`src/rtl/nabp_shift_sequencer_if.sv`:
```
// Handshake bundle between the per-angle sequencer, the host, the tangent ROM and the line-buffer shifter.
interface nabp_shift_sequencer_if #(
    parameter int ANGLE_W = 8,
    parameter int ACCU_W  = 16
);
    logic               kick;
    logic               abort;
    logic               busy;
    logic               done;
    logic               aborted;
    logic [ANGLE_W-1:0] angle;
    logic [ANGLE_W-1:0] rom_addr;
    logic [ACCU_W-1:0]  rom_data;
    logic               pe_ready;
    logic               sh_fill_kick;
    logic               sh_shift_kick;
    logic [ACCU_W-1:0]  sh_accu_base;
    logic               sh_fill_done;
    logic               sh_shift_done;

    modport master (
        input  kick, abort, rom_data, pe_ready, sh_fill_done, sh_shift_done,
        output busy, done, aborted, angle, rom_addr,
               sh_fill_kick, sh_shift_kick, sh_accu_base
    );

    modport slave (
        output kick, abort, rom_data, pe_ready, sh_fill_done, sh_shift_done,
        input  busy, done, aborted, angle, rom_addr,
               sh_fill_kick, sh_shift_kick, sh_accu_base
    );
endinterface

```
`src/rtl/nabp_shift_sequencer.sv`:
```
// Per-angle controller: fetches the tangent-ROM accumulator base, then drives the shifter
// through fill and PE-gated shift for every projection angle of a run.
module nabp_shift_sequencer #(
    parameter int ANGLE_CNT = 180,
    parameter int ANGLE_W   = 8,
    parameter int ACCU_W    = 16
) (
    input  logic                  clk,
    input  logic                  reset_n,
    nabp_shift_sequencer_if.master bus
);
    typedef enum logic [2:0] {
        IDLE    = 3'd0,
        ROM_RD  = 3'd1,
        ROM_LAT = 3'd2,
        FILL    = 3'd3,
        WAIT_PE = 3'd4,
        SHIFT   = 3'd5,
        NEXT    = 3'd6
    } state_t;

    localparam logic [ANGLE_W-1:0] ANGLE_LAST = ANGLE_W'(ANGLE_CNT - 1);
    localparam logic [ANGLE_W-1:0] ANGLE_ONE  = ANGLE_W'(1);
    localparam logic [ANGLE_W-1:0] ANGLE_ZERO = {ANGLE_W{1'b0}};

    state_t              state_q, state_d;
    logic [ANGLE_W-1:0]  angle_q, angle_d;
    logic [ANGLE_W-1:0]  rom_addr_q, rom_addr_d;
    logic [ACCU_W-1:0]   accu_base_q, accu_base_d;
    logic                busy_q, busy_d;
    logic                done_q, done_d;
    logic                aborted_q, aborted_d;
    logic                fill_kick_q, fill_kick_d;
    logic                shift_kick_q, shift_kick_d;

    // Next-state and next-output logic; the ROM address is launched together with the
    // transition into ROM_RD so the one-cycle ROM read lands in ROM_LAT.
    always_comb begin
        state_d      = state_q;
        angle_d      = angle_q;
        rom_addr_d   = rom_addr_q;
        accu_base_d  = accu_base_q;
        busy_d       = busy_q;
        done_d       = 1'b0;
        aborted_d    = 1'b0;
        fill_kick_d  = 1'b0;
        shift_kick_d = 1'b0;
        case (state_q)
            IDLE: begin
                if (bus.kick && !bus.abort) begin
                    state_d    = ROM_RD;
                    angle_d    = ANGLE_ZERO;
                    rom_addr_d = ANGLE_ZERO;
                    busy_d     = 1'b1;
                end else begin
                    busy_d = 1'b0;
                end
            end
            ROM_RD: begin
                rom_addr_d = angle_q;
                state_d    = ROM_LAT;
            end
            ROM_LAT: begin
                accu_base_d = bus.rom_data;
                fill_kick_d = 1'b1;
                state_d     = FILL;
            end
            FILL: begin
                if (bus.sh_fill_done) begin
                    if (bus.abort) begin
                        state_d   = IDLE;
                        aborted_d = 1'b1;
                        busy_d    = 1'b0;
                    end else begin
                        state_d = WAIT_PE;
                    end
                end else begin
                    state_d = FILL;
                end
            end
            WAIT_PE: begin
                if (bus.abort) begin
                    state_d   = IDLE;
                    aborted_d = 1'b1;
                    busy_d    = 1'b0;
                end else if (bus.pe_ready) begin
                    shift_kick_d = 1'b1;
                    state_d      = SHIFT;
                end else begin
                    state_d = WAIT_PE;
                end
            end
            SHIFT: begin
                if (bus.sh_shift_done) begin
                    state_d = NEXT;
                end else begin
                    state_d = SHIFT;
                end
            end
            NEXT: begin
                if (bus.abort) begin
                    state_d   = IDLE;
                    aborted_d = 1'b1;
                    busy_d    = 1'b0;
                end else if (angle_q == ANGLE_LAST) begin
                    state_d = IDLE;
                    done_d  = 1'b1;
                    busy_d  = 1'b0;
                end else begin
                    angle_d    = angle_q + ANGLE_ONE;
                    rom_addr_d = angle_q + ANGLE_ONE;
                    state_d    = ROM_RD;
                end
            end
            default: begin
                state_d = IDLE;
                busy_d  = 1'b0;
            end
        endcase
    end

    // State and registered-output flops.
    always_ff @(posedge clk or negedge reset_n) begin
        if (!reset_n) begin
            state_q      <= IDLE;
            angle_q      <= ANGLE_ZERO;
            rom_addr_q   <= ANGLE_ZERO;
            accu_base_q  <= {ACCU_W{1'b0}};
            busy_q       <= 1'b0;
            done_q       <= 1'b0;
            aborted_q    <= 1'b0;
            fill_kick_q  <= 1'b0;
            shift_kick_q <= 1'b0;
        end else begin
            state_q      <= state_d;
            angle_q      <= angle_d;
            rom_addr_q   <= rom_addr_d;
            accu_base_q  <= accu_base_d;
            busy_q       <= busy_d;
            done_q       <= done_d;
            aborted_q    <= aborted_d;
            fill_kick_q  <= fill_kick_d;
            shift_kick_q <= shift_kick_d;
        end
    end

    assign bus.busy          = busy_q;
    assign bus.done          = done_q;
    assign bus.aborted       = aborted_q;
    assign bus.angle         = angle_q;
    assign bus.rom_addr      = rom_addr_q;
    assign bus.sh_accu_base  = accu_base_q;
    assign bus.sh_fill_kick  = fill_kick_q;
    assign bus.sh_shift_kick = shift_kick_q;
endmodule
```
`src/flat_wrapper.sv`:
```
// flat-port wrapper written by rule: the top's interface ports become plain ports
module nabp_shift_sequencer_flat 
#(
    parameter int ANGLE_CNT = 180,
    parameter int ANGLE_W   = 8,
    parameter int ACCU_W    = 16
)
  (clk, reset_n, bus_kick, bus_abort, bus_rom_data, bus_pe_ready, bus_sh_fill_done, bus_sh_shift_done, bus_busy, bus_done, bus_aborted, bus_angle, bus_rom_addr, bus_sh_fill_kick, bus_sh_shift_kick, bus_sh_accu_base);
  nabp_shift_sequencer_if #(.ANGLE_W(ANGLE_W), .ACCU_W(ACCU_W)) bus_i ();
  input  logic clk;
  input  logic reset_n;
  input wire logic [$bits(bus_i.kick)-1:0] bus_kick;
  input wire logic [$bits(bus_i.abort)-1:0] bus_abort;
  input wire logic [$bits(bus_i.rom_data)-1:0] bus_rom_data;
  input wire logic [$bits(bus_i.pe_ready)-1:0] bus_pe_ready;
  input wire logic [$bits(bus_i.sh_fill_done)-1:0] bus_sh_fill_done;
  input wire logic [$bits(bus_i.sh_shift_done)-1:0] bus_sh_shift_done;
  output wire logic [$bits(bus_i.busy)-1:0] bus_busy;
  output wire logic [$bits(bus_i.done)-1:0] bus_done;
  output wire logic [$bits(bus_i.aborted)-1:0] bus_aborted;
  output wire logic [$bits(bus_i.angle)-1:0] bus_angle;
  output wire logic [$bits(bus_i.rom_addr)-1:0] bus_rom_addr;
  output wire logic [$bits(bus_i.sh_fill_kick)-1:0] bus_sh_fill_kick;
  output wire logic [$bits(bus_i.sh_shift_kick)-1:0] bus_sh_shift_kick;
  output wire logic [$bits(bus_i.sh_accu_base)-1:0] bus_sh_accu_base;
  assign bus_i.kick = bus_kick;
  assign bus_i.abort = bus_abort;
  assign bus_i.rom_data = bus_rom_data;
  assign bus_i.pe_ready = bus_pe_ready;
  assign bus_i.sh_fill_done = bus_sh_fill_done;
  assign bus_i.sh_shift_done = bus_sh_shift_done;
  assign bus_busy = bus_i.busy;
  assign bus_done = bus_i.done;
  assign bus_aborted = bus_i.aborted;
  assign bus_angle = bus_i.angle;
  assign bus_rom_addr = bus_i.rom_addr;
  assign bus_sh_fill_kick = bus_i.sh_fill_kick;
  assign bus_sh_shift_kick = bus_i.sh_shift_kick;
  assign bus_sh_accu_base = bus_i.sh_accu_base;
  nabp_shift_sequencer #(.ANGLE_CNT(ANGLE_CNT), .ANGLE_W(ANGLE_W), .ACCU_W(ACCU_W)) u_core (.clk(clk), .reset_n(reset_n), .bus(bus_i));
endmodule
```
`config.mk`:
```
export PLATFORM = sky130hd
export DESIGN_NAME = nabp_shift_sequencer_flat
export DESIGN_NICKNAME = d
export VERILOG_FILES = /design/src/rtl/nabp_shift_sequencer_if.sv /design/src/rtl/nabp_shift_sequencer.sv /design/src/flat_wrapper.sv
export SDC_FILE = /design/constraint.sdc
export NUM_CORES = 1
export LEC_CHECK = 0
export ABC_AREA = 0
export CAP_MARGIN = 0
export CORE_MARGIN = 2
export CORE_UTILIZATION = 45
export DETAILED_ROUTE_END_ITERATION = 16
export GPL_TIMING_DRIVEN = 0
export PLACE_DENSITY = 0.81
export SLEW_MARGIN = 20
export SYNTH_ARGS = -nofsm -noshare
export SYNTH_HDL_FRONTEND = slang
export SYNTH_SLANG_ARGS = --single-unit
```
`constraint.sdc`:
```
create_clock -name clk -period 2.3 [get_ports clk]
set_input_delay 0.345 -clock clk [delete_from_list [all_inputs] [get_ports clk]]
set_output_delay 0.345 -clock clk [all_outputs]
set_load 0.02 [all_outputs]
```
Word-level counts from Yosys, hierarchy flattened
Cells that the tools add are included. W data, S select, Z words.

Bits of input ports: 23. Register bits after elaboration: 40. Logic and storage cells: 63.

Add/sub/neg operators: 1. Muxes and demuxes: 30. Reduce and logical (&&, ||, !) cells: 10. Eq/ne operators: 12. Bitwise operators: 1.

Operator list (number): $mux W8 (3); $pmux W8 S3 (1); $pmux W3 S7 (1); $mux W1 (16); $pmux W8 S2 (1); $mux W3 (5); $eq A3 B3 Y1 const B (3); $add A8 B1 Y8 const B (1); $eq A8 B8 Y1 const B (1); $reduce_and A4 Y1 (2); $eq A3 B2 Y1 const B (2); $ne A2 B2 Y1 const B (3); $pmux W1 S5 (1); $eq A3 B1 Y1 const B (1); $logic_not A3 Y1 (1); $ne A3 B2 Y1 const B (1); $reduce_and A3 Y1 (1); $reduce_bool A3 Y1 (1); $reduce_or A3 Y1 (1); $mux W2 (1); $ne A2 B1 Y1 const B (1); $pmux W1 S2 (1); $reduce_bool A2 Y1 (1); $reduce_or A2 Y1 (1); 3 further kinds (3).

Depth between registers and ports, before layout
Gate-level depths: netlist of run 1.

Depth in word-level cells: 4. Depth in mapped cells: 6.

Worst setup path after synthesis of run 1
Ideal clock, no wire load.

Path kind: reg2reg. Start: register u_core.angle_q[0], in the netlist u_core.bus.angle[0]. End: register u_core.rom_addr_q[0], in the netlist u_core.bus.rom_addr[0]. Arrival: 1812 ps. Path slack: 364 ps. Cell stages (with the launch flop): 6. Required time: 2175 ps. Clock period less this slack: 1936 ps. Library setup time: 125 ps. Cell sequence: dfrtp_1 ha_1 or3b_4 o21ai_4 o31ai_4 mux2_2.

Cells in the longest elaborated chain, start to end: 4. Elaborated cells on any way between the ends: 7. Those cells by class: add/sub (1); eq/ne (2); mux (3); reduce/logical (1).

Ends and longest elaborated chain: start, declared (line nabp_shift_sequencer.sv:27) `logic [ANGLE_W-1:0] angle_q, angle_d;`; start signal, assigned (line nabp_shift_sequencer.sv:136) `angle_q <= angle_d;`; $add A8 B1 Y8 (line nabp_shift_sequencer.sv:111) `rom_addr_d = angle_q + ANGLE_ONE;`; $mux W8 (line nabp_shift_sequencer.sv:105) `end else if (angle_q == ANGLE_LAST) begin`; $mux W8 (line nabp_shift_sequencer.sv:101) `if (bus.abort) begin`; $pmux W8 S3 (line nabp_shift_sequencer.sv:48) `case (state_q)`; end signal, assigned (line nabp_shift_sequencer.sv:137) `rom_addr_q <= rom_addr_d;`; end, declared (line nabp_shift_sequencer.sv:28) `logic [ANGLE_W-1:0] rom_addr_q, rom_addr_d;`.

Parallel ways exist; a longest one is shown, timed or not. The select of a mux whose other input is x is not followed. A chain may end at the register's enable or synchronous reset.

Final worst setup path of run 1
Start: register u_core.angle_q[0], in the netlist u_core.bus.angle[0]. End: register u_core.angle_q[1], in the netlist u_core.bus.angle[1].

Cells in the longest elaborated chain, start to end: 4. Elaborated cells on any way between the ends: 7. Those cells by class: add/sub (1); eq/ne (2); mux (3); reduce/logical (1).

Ends and longest elaborated chain: $add A8 B1 Y8 (line nabp_shift_sequencer.sv:110) `angle_d = angle_q + ANGLE_ONE;`; $mux W8 (line nabp_shift_sequencer.sv:105); $mux W8 (line nabp_shift_sequencer.sv:101); $pmux W8 S2 (line nabp_shift_sequencer.sv:48).

Parallel ways exist; a longest one is shown, timed or not. The select of a mux whose other input is x is not followed.

==> results of run 1 <==
==> power breakdown <==
group	internal [µW]	switching [µW]
Combinational	720	682
Sequential	913	118
Clock	427	251
==> sequential cells by signal, indices dropped and copies added, names as in the netlist <==
register,count
u_core.bus.sh_shift_kick,1
u_core.bus.sh_accu_base,16
u_core.state_q,3
u_core.bus.busy,1
u_core.bus.aborted,1
u_core.bus.sh_fill_kick,1
u_core.bus.angle,8
u_core.bus.rom_addr,8
u_core.bus.done,1
==> worst reg2reg max path, stage by stage (launching register included) <==
cell and delay [ps]:
dfrtp_1 480, ha_1 310, or3b_4 300, o21ai_2 80
a21oi_2 420, mux2_2 390
==> routing by layer <==
metal  vias to the layer above  routed length [µm]
met3                         8                 194
li1                        748                   -
met1                       747                1813
met4                         0                  81
met5                         -                   0
met2                        41                2166
==> final cells by class <==
cell class	count	area [µm²]
clock inverters	2	60.06
flip-flops and latches	40	1001
clock buffers	5	68.82
plain buffers	11	88.84
repair buffers	60	605.6
well taps	52	65.06
multi-input cells	113	880.8
inverters	3	11.26
fillers	350	1513
==> stage by stage <==
step / power, µW / setup WS (ps) / utilization (%)
after floorplan: 1899 / 363.5 / -
final: 3110 / 202.4 / 64.77
after global placement: 2428 / -125.9 / 61.19
after global routing: 3258 / 148.3 / 64.77
after CTS: 3140 / 246.6 / 64.77
after detailed placement: 2454 / 262.0 / 61.54
==> layout by cell type, fill, tap and decap left out, types with 2 or more instances in the layout <==
cell type,instances
bufinv_16,2
buf_6,4
a211oi_1,2
dfrtp_1,40
buf_4,3
nand4_1,2
nor3_1,2
a31oi_1,9
and3_2,2
clkbuf_8,5
o21a_1,2
a41oi_1,2
a21oi_1,10
nand2b_1,3
nor2b_1,4
clkdlybuf4s50_1,57
nor2_1,5
inv_1,3
o21ai_0,5
and2_1,3
nand2_1,10
nand3_1,4
mux2_2,26
buf_2,3
==> cells by family (layout without fill, tap and decap cells) <==
logic type      count (synthesis)  after routing  synth area share (%)
simple gates                   46             46                 14.65
compound gates                 40             40                 14.39
flops                          40             40                 50.51
mux                            26             26                 14.77
buf+inv                        14             81                 5.050
fa+ha+maj                       1              1                0.6312
==> worst paths after layout <==
check / start / to / slack (ps) / cells after the start
worst min register to register: u_core.bus.sh_accu_base[14] / u_core.bus.sh_accu_base[14] / 510 / 1
worst min-delay path: bus_abort / u_core.bus.done / 240 / 2
worst max register to register: u_core.bus.angle[0] / u_core.bus.angle[1] / 200 / 5
worst max-delay path: u_core.bus.angle[0] / u_core.bus.angle[1] / 200 / 5
min in group asynchronous: reset_n / u_core.bus.busy / 430 / 2
max in group asynchronous: reset_n / u_core.bus.sh_accu_base[0] / 1430 / 3
==> flow_metrics.env, run 1 <==
export IMPL_placed_area_um2=2643
export IMPL_max_stage_delay_ps=480
export IMPL_synth_warnings=0
export IMPL_synth_top_area_share_pct=50.51
export IMPL_worstPathMaxFanout=8
export IMPL_synth_top_flop_cell="dfrtp_1"
export IMPL_worstSkewPairLatency_ps=300
export IMPL_yosys_top_cells_count="40 x dfrtp_1, 26 x mux2_2, 10 x a21oi_1, 10 x nand2_1, 9 x a31oi_1"
export IMPL_synth_avg_cell_area_um2=11.87
export IMPL_crit_slowest_cell="dfrtp_1"
export IMPL_cts_path_max_buffers=2
export IMPL_fin_setup_tns_ps=0
export IMPL_layout_cell_area_non_filler_um2=2781
export IMPL_ys_types=45
export IMPL_leakagePower_uw=0.001206
export IMPL_post_route_min_period_ps=2098
export IMPL_critical_path_required_ps=2490
export IMPL_post_cts_resized=0
export IMPL_cp_top_family="compound AO/OA/AOI/OAI gates"
export IMPL_timing_hold_ws_ps=236.5
export IMPL_top_usage_layer="met2"
export IMPL_ant_nets=0
export IMPL_core_area_um2=4294
export IMPL_synth_seq_cells=40
export IMPL_synth_edff_count=0
export IMPL_synth_top_area_cell="dfrtp_1"
export IMPL_critPathBufInv=0
export IMPL_grt_met2_usage_pct=29.25
export IMPL_h_tree_depth=2
export IMPL_cts_buffers=5
export IMPL_areaGrowthSynthToFinish_pct=40.34
export IMPL_diodes=0
export IMPL_grt_util_met1_pct=20.62
export IMPL_finalSetupViolations=0
export IMPL_hold_class="input pin to flop"
export IMPL_outcome="finished clean"
export IMPL_place_inst=278
export IMPL_cap_violations=0
export IMPL_grtUsageMet3_pct=3.896
export IMPL_hold_viol=0
export IMPL_syn_nets=191
export IMPL_rsz0062_at_grt="false"
export IMPL_synthTopCellsByArea="dfrtp_1 51%, mux2_2 15%, a31oi_1 2.8%, a21oi_1 2.5%, buf_6 2.3%"
export IMPL_drc_errors=0
export IMPL_drt_iter0_markers=76
export IMPL_nNetsFinal=258
export IMPL_grtUsageTotal_pct=17.09
export IMPL_grt_pass1_wl_um=6658
export IMPL_vias=1544
export IMPL_die_x_um=70.37
export IMPL_grt_pass1_vias=1437
export IMPL_grt_overflow_total=0
export IMPL_post_cts_setup_buffer_count=0
export IMPL_syn_cell_area_um2=1982
export IMPL_root_buffer="clkbuf_8"
export IMPL_crit_arrival_ps=2290
export IMPL_grt_max_degree=33
export IMPL_start_kind="flop"
export IMPL_cts_hold_buf=1
export IMPL_layout_drive_gt1_share_pct=23.93
export IMPL_die_h_um=70.37
export IMPL_clock_skew_ps=7.129
export IMPL_clkTransAtPathRegs_ps=80
export IMPL_rows=24
export IMPL_dr_pass1_iters=4
export IMPL_layoutNonFillerInstCount=286
export IMPL_yosysSeqAreaShare_pct=50.51
export IMPL_ioPinCount=60
export IMPL_slew_viol_final=0
export IMPL_crit_chain="ha_1 -> or3b_4 -> o21ai_2 -> a21oi_2 -> mux2_2"
export IMPL_antenna_found_initial=0
export IMPL_port_buffers=58
export IMPL_power_density_nw_per_um2=1118
export IMPL_worstSetupEndpointType="flop"
export IMPL_critPathKind="flop to flop"
export IMPL_gp_congestion=0.8529
export IMPL_peakVddDrop_uv=712.2
export IMPL_max_slew_margin_rel_pct=60.80
export IMPL_wire_per_inst_um=14.88
export IMPL_fmax_mhz=476.7
export IMPL_cts_tree="built"
export IMPL_tightest_slew_ps=585.5
export IMPL_syn_inst=167
export IMPL_dieArea_um2=4951
export IMPL_async_flop_share_pct=100.0
export IMPL_vias_per_cell=5.399
export IMPL_initial_core_util_pct=46.15
export IMPL_synth_most_common_cell="dfrtp_1"
export IMPL_cts_num_sinks=40
export IMPL_post_dp_hpwl_um=3066
export IMPL_fin_crit_sh_pct=91.20
export IMPL_routed_wl_um=4256
Note: power is estimated with default switching activity, not from simulation.
==> inputs of run 2 (changes only) <==
Settings changed: CTS_BUF_LIST set to sky130_fd_sc_hd__clkbuf_4.
==> flow_metrics.env, run 2 (synthesized netlist as in run 1, its figures left out) <==
export IMPL_cts_buffers=5
export IMPL_worstSkewPairLatency_ps=350
export IMPL_largest_register_ffs=16
export IMPL_start_kind="flop"
export IMPL_multiInputGateArea_um2=880.8
export IMPL_cap_violations=0
export IMPL_diodes=0
export IMPL_grt_pass1_wl_um=6624
export IMPL_tightest_slew_ps=585.5
export IMPL_power_density_nw_per_um2=1088
export IMPL_drc_errors=0
export IMPL_cts_path_max_buffers=2
export IMPL_rows=24
export IMPL_grtUsageTotal_pct=16.81
export IMPL_worstPathMaxFanout=8
export IMPL_grt_max_degree=33
export IMPL_final_common_cell="clkdlybuf4s50_1"
export IMPL_crit_arrival_ps=2330
export IMPL_clock_skew_ps=9.902
export IMPL_most_common_layout_cells="57 x clkdlybuf4s50_1, 40 x dfrtp_1, 26 x mux2_2"
export IMPL_dr_pass1_iters=4
export IMPL_hold_class="input pin to flop"
export IMPL_peakVddDrop_uv=650.3
export IMPL_fin_setup_tns_ps=0
export IMPL_max_stage_delay_ps=490
export IMPL_crit_slowest_cell="dfrtp_1"
export IMPL_cts_num_sinks=40
export IMPL_drt_iter0_markers=86
export IMPL_nNetsFinal=258
export IMPL_outcome="finished clean"
export IMPL_finalSetupViolations=0
export IMPL_grt_overflow_total=0
export IMPL_place_inst=278
export IMPL_layout_drive_gt1_share_pct=23.93
export IMPL_dieArea_um2=4951
export IMPL_die_x_um=70.37
export IMPL_fillers=355
export IMPL_regArea_um2=1001
export IMPL_critPathKind="flop to flop"
export IMPL_max_slew_margin_rel_pct=60.80
export IMPL_areaGrowthSynthToFinish_pct=38.76
export IMPL_gp_congestion=0.8529
export IMPL_leakagePower_uw=0.001193
export IMPL_cts_tree="built"
export IMPL_power_uw=2993
export IMPL_fin_crit_sh_pct=90.93
export IMPL_slew_viol_final=0
export IMPL_ant_nets=0
export IMPL_vias=1563
export IMPL_post_cts_setup_buffer_count=0
export IMPL_post_cts_resized=0
export IMPL_crit_chain="ha_1 -> or3b_4 -> o21ai_2 -> a21oi_2 -> mux2_2"
export IMPL_routed_wl_um=4169
export IMPL_antenna_found_initial=0
export IMPL_core_area_um2=4294
export IMPL_layoutNonFillerInstCount=286
export IMPL_hold_viol=0
export IMPL_grt_pass1_vias=1430
export IMPL_critical_path_required_ps=2540
export IMPL_root_buffer="clkbuf_4"
export IMPL_post_route_min_period_ps=2091
export IMPL_die_h_um=70.37
export IMPL_h_tree_depth=2
export IMPL_rsz0062_at_grt="false"
export IMPL_port_buffers=58
export IMPL_fmax_mhz=478.1
export IMPL_ioPinCount=60
export IMPL_worstSetupEndpointType="flop"
export IMPL_wire_per_inst_um=14.58
export IMPL_fin_util_pct=64.04
export IMPL_initial_core_util_pct=46.15
export IMPL_post_dp_hpwl_um=3066
export IMPL_vias_per_cell=5.465
export IMPL_clkTransAtPathRegs_ps=120
export IMPL_regToRegSetupSlack_ps=210
[run 2: cell counts in the layout (fill, tap and decap cells not counted)]
Identical to the previous run, type by type.
[run 2: area by class of cell]
cell class | count | share of cell area, %
Clock inverter | 2 | 2.184
Timing Repair Buffer | 60 | 22.02
Sequential cell | 40 | 36.40
Tap cell | 52 | 2.366
Clock buffer | 5 | 1.365
Inverter | 3 | 0.4095
Buffer | 11 | 3.230
Multi-Input combinational cell | 113 | 32.03
[run 2: path summary, 6_finish.rpt]
path / startpoint / to / cells after the start
min in group asynchronous: reset_n / u_core.bus.busy / 2
hold / removal: bus_abort / u_core.bus.done / 2
max in group asynchronous: reset_n / u_core.bus.sh_accu_base[0] / 3
setup / recovery: u_core.bus.angle[0] / u_core.bus.angle[1] / 5
hold reg to reg: u_core.bus.sh_accu_base[14] / u_core.bus.sh_accu_base[14] / 1
setup reg to reg: u_core.bus.angle[0] / u_core.bus.angle[1] / 5
[run 2: power breakdown]
group	switching [µW]	leakage, µW	internal (µW)
Clock	231	0.0000513	333
Sequential	117	0.000513	911
Combinational	681	0.000628	720
Total	1030	0.00119	1960
[run 2: metrics by stage]
step / instance area [µm²] / hold WS (ps) / setup WS, ps
after floorplan: 1982 / 49.41 / 363.5
after global placement: 2628 / 489.7 / -125.9
after detailed placement: 2643 / 221.6 / 262.0
after CTS: 2750 / 175.7 / 237.7
after global routing: 2750 / 179.8 / 131.4
final: 2750 / 182.0 / 208.6
[run 2: worst max-delay path: cells and delay by family (launching register included)]
kind / cells / cell delay (ps)
multiplexers: 1 / 390
AND/OR/NAND/NOR: 1 / 300
adder cells (fa/ha/maj): 1 / 300
AO/OA/AOI/OAI: 2 / 500
flip-flops: 1 / 490
[run 2: repair_timing]
action	in CTS	in global routing
setup endpoints to repair	0	0
endpoints found under the hold margin	8	0
hold buffers	1	0
[run 2: routing by layer]
| layer | wire length (µm) | global-route usage [%] | vias to the layer above |
|---|---|---|---|
| li1 | - | - | 751 |
| met3 | 191 | 3.896 | 7 |
| met2 | 2116 | 29.04 | 47 |
| met5 | 0 | 0 | - |
| met4 | 59 | 5.769 | 0 |
| met1 | 1802 | 20.52 | 758 |
==> inputs of run 3 (changes only) <==
Settings changed: SLEW_MARGIN 20 to not set.
==> flow_metrics.env, run 3 (synthesized netlist as in run 1, its figures left out) <==
export IMPL_outcome="finished clean"
export IMPL_tightest_slew_ps=904.3
export IMPL_h_tree_depth=2
export IMPL_port_buffers=58
export IMPL_cp_top_family="flip-flops"
export IMPL_regArea_um2=1001
export IMPL_post_dp_hpwl_um=3006
export IMPL_grt_max_degree=41
export IMPL_worstSkewPairLatency_ps=360
export IMPL_dieArea_um2=4951
export IMPL_drc_errors=0
export IMPL_timing_hold_ws_ps=103.5
export IMPL_grt_pass1_wl_um=6699
export IMPL_cts_hold_buf=0
export IMPL_post_cts_setup_buffer_count=0
export IMPL_antenna_found_initial=0
export IMPL_hold_viol=0
export IMPL_ant_nets=0
export IMPL_critPathKind="flop to flop"
export IMPL_gp_congestion=0.8529
export IMPL_layout_drive_gt1_share_pct=23.71
export IMPL_max_stage_delay_ps=490
export IMPL_most_common_layout_cells="57 x clkdlybuf4s50_1, 40 x dfrtp_1, 26 x mux2_2"
export IMPL_critPathBufInv=0
export IMPL_core_area_um2=4294
export IMPL_largest_register_ffs=16
export IMPL_fmax_mhz=481.7
export IMPL_reg2reg_from="u_core.bus.angle[0]"
export IMPL_cts_path_max_buffers=2
export IMPL_start_kind="flop"
export IMPL_nNetsFinal=256
export IMPL_areaGrowthSynthToFinish_pct=37.25
export IMPL_hold_class="input pin to async pin"
export IMPL_rsz0062_at_grt="false"
export IMPL_vias_per_cell=5.444
export IMPL_rows=24
export IMPL_peakVddDrop_uv=624.0
export IMPL_power_density_nw_per_um2=1101
export IMPL_worstSetupEndpointType="flop"
export IMPL_clkTransAtPathRegs_ps=130
export IMPL_fin_crit_sh_pct=90.27
export IMPL_worstPathMaxFanout=8
export IMPL_routed_wl_um=4196
export IMPL_grt_pass1_vias=1444
export IMPL_cap_violations=0
export IMPL_wire_per_inst_um=14.77
export IMPL_ioPinCount=60
export IMPL_max_slew_margin_rel_pct=39.71
export IMPL_grt_overflow_total=0
export IMPL_critical_path_required_ps=2550
export IMPL_post_cts_resized=0
export IMPL_critPathLaunch="u_core.bus.angle[0]"
export IMPL_root_buffer="clkbuf_4"
export IMPL_grtUsageTotal_pct=17.02
export IMPL_cts_num_sinks=40
export IMPL_fillers=357
export IMPL_cts_tree="built"
export IMPL_multiInputGateArea_um2=880.8
export IMPL_die_x_um=70.37
export IMPL_final_common_cell="clkdlybuf4s50_1"
export IMPL_initial_core_util_pct=46.15
export IMPL_leakagePower_uw=0.001180
export IMPL_diodes=0
export IMPL_drt_iter0_markers=87
export IMPL_clock_skew_ps=12.53
export IMPL_dr_pass1_iters=4
export IMPL_cts_buffers=5
export IMPL_slew_viol_final=0
export IMPL_crit_slowest_cell="dfrtp_1"
export IMPL_fin_util_pct=63.35
export IMPL_die_h_um=70.37
export IMPL_finalSetupViolations=0
export IMPL_crit_arrival_ps=2330
export IMPL_crit_chain="ha_1 -> or3b_4 -> o21ai_2 -> a21oi_2 -> mux2_2"
export IMPL_vias=1546
export IMPL_post_route_min_period_ps=2076
run 3: layer usage:
| layer | share of wire [%] | vias up | track usage (%) |
|---|---|---|---|
| met3 | 4.4 | 5 | 3.896 |
| li1 | - | 743 | - |
| met2 | 51 | 34 | 28.41 |
| met5 | 0 | - | 0 |
| met1 | 43 | 764 | 21.44 |
| met4 | 1.2 | 0 | 6.410 |
run 3: report_power, final:
group / leakage [µW] / total, µW / switching (µW) / internal (µW)
clock network: 0.0000513 / 570 / 238 / 333
registers: 0.000513 / 1030 / 115 / 911
logic: 0.000615 / 1400 / 683 / 715
run 3: worst register-to-register path, delay by kind of cell (launching register included):
family	cells	cell delay [ps]
flip-flops	1	490
AO/OA/AOI/OAI	2	490
multiplexers	1	390
adder cells (fa/ha/maj)	1	300
AND/OR/NAND/NOR	1	300
run 3: final timing paths:
path / to / slack [ps] / cells past startpoint
min reg2reg: u_core.bus.sh_accu_base[14] / 510 / 1
max: u_core.bus.angle[1] / 220 / 5
min: u_core.bus.done / 100 / 1
max reg2reg: u_core.bus.angle[1] / 220 / 5
max in group asynchronous: u_core.bus.sh_accu_base[4] / 1630 / 1
min in group clk: u_core.bus.done / 170 / 2
run 3: final cells by class:
type | count | area share [%]
multi-input cells | 113 | 32.38
inverters | 3 | 0.4140
well taps | 52 | 2.392
clock inverters | 2 | 2.208
repair buffers | 58 | 21.16
plain buffers | 11 | 3.266
flip-flops and latches | 40 | 36.80
clock buffers | 5 | 1.380
run 3: stage by stage:
step / total power (µW) / TNS (ps) / instance area [µm²] / setup WS (ps) / instances
after floorplan: 1899 / 0 / 1982 / 363.5 / 167
after global placement: 2428 / -4934 / 2628 / -125.9 / 277
after detailed placement: 2453 / 0 / 2623 / 271.0 / 277
after CTS: 3026 / 0 / 2720 / 249.2 / 284
after global routing: 3149 / 0 / 2720 / 140.3 / 284
final: 2995 / 0 / 2720 / 223.9 / 284
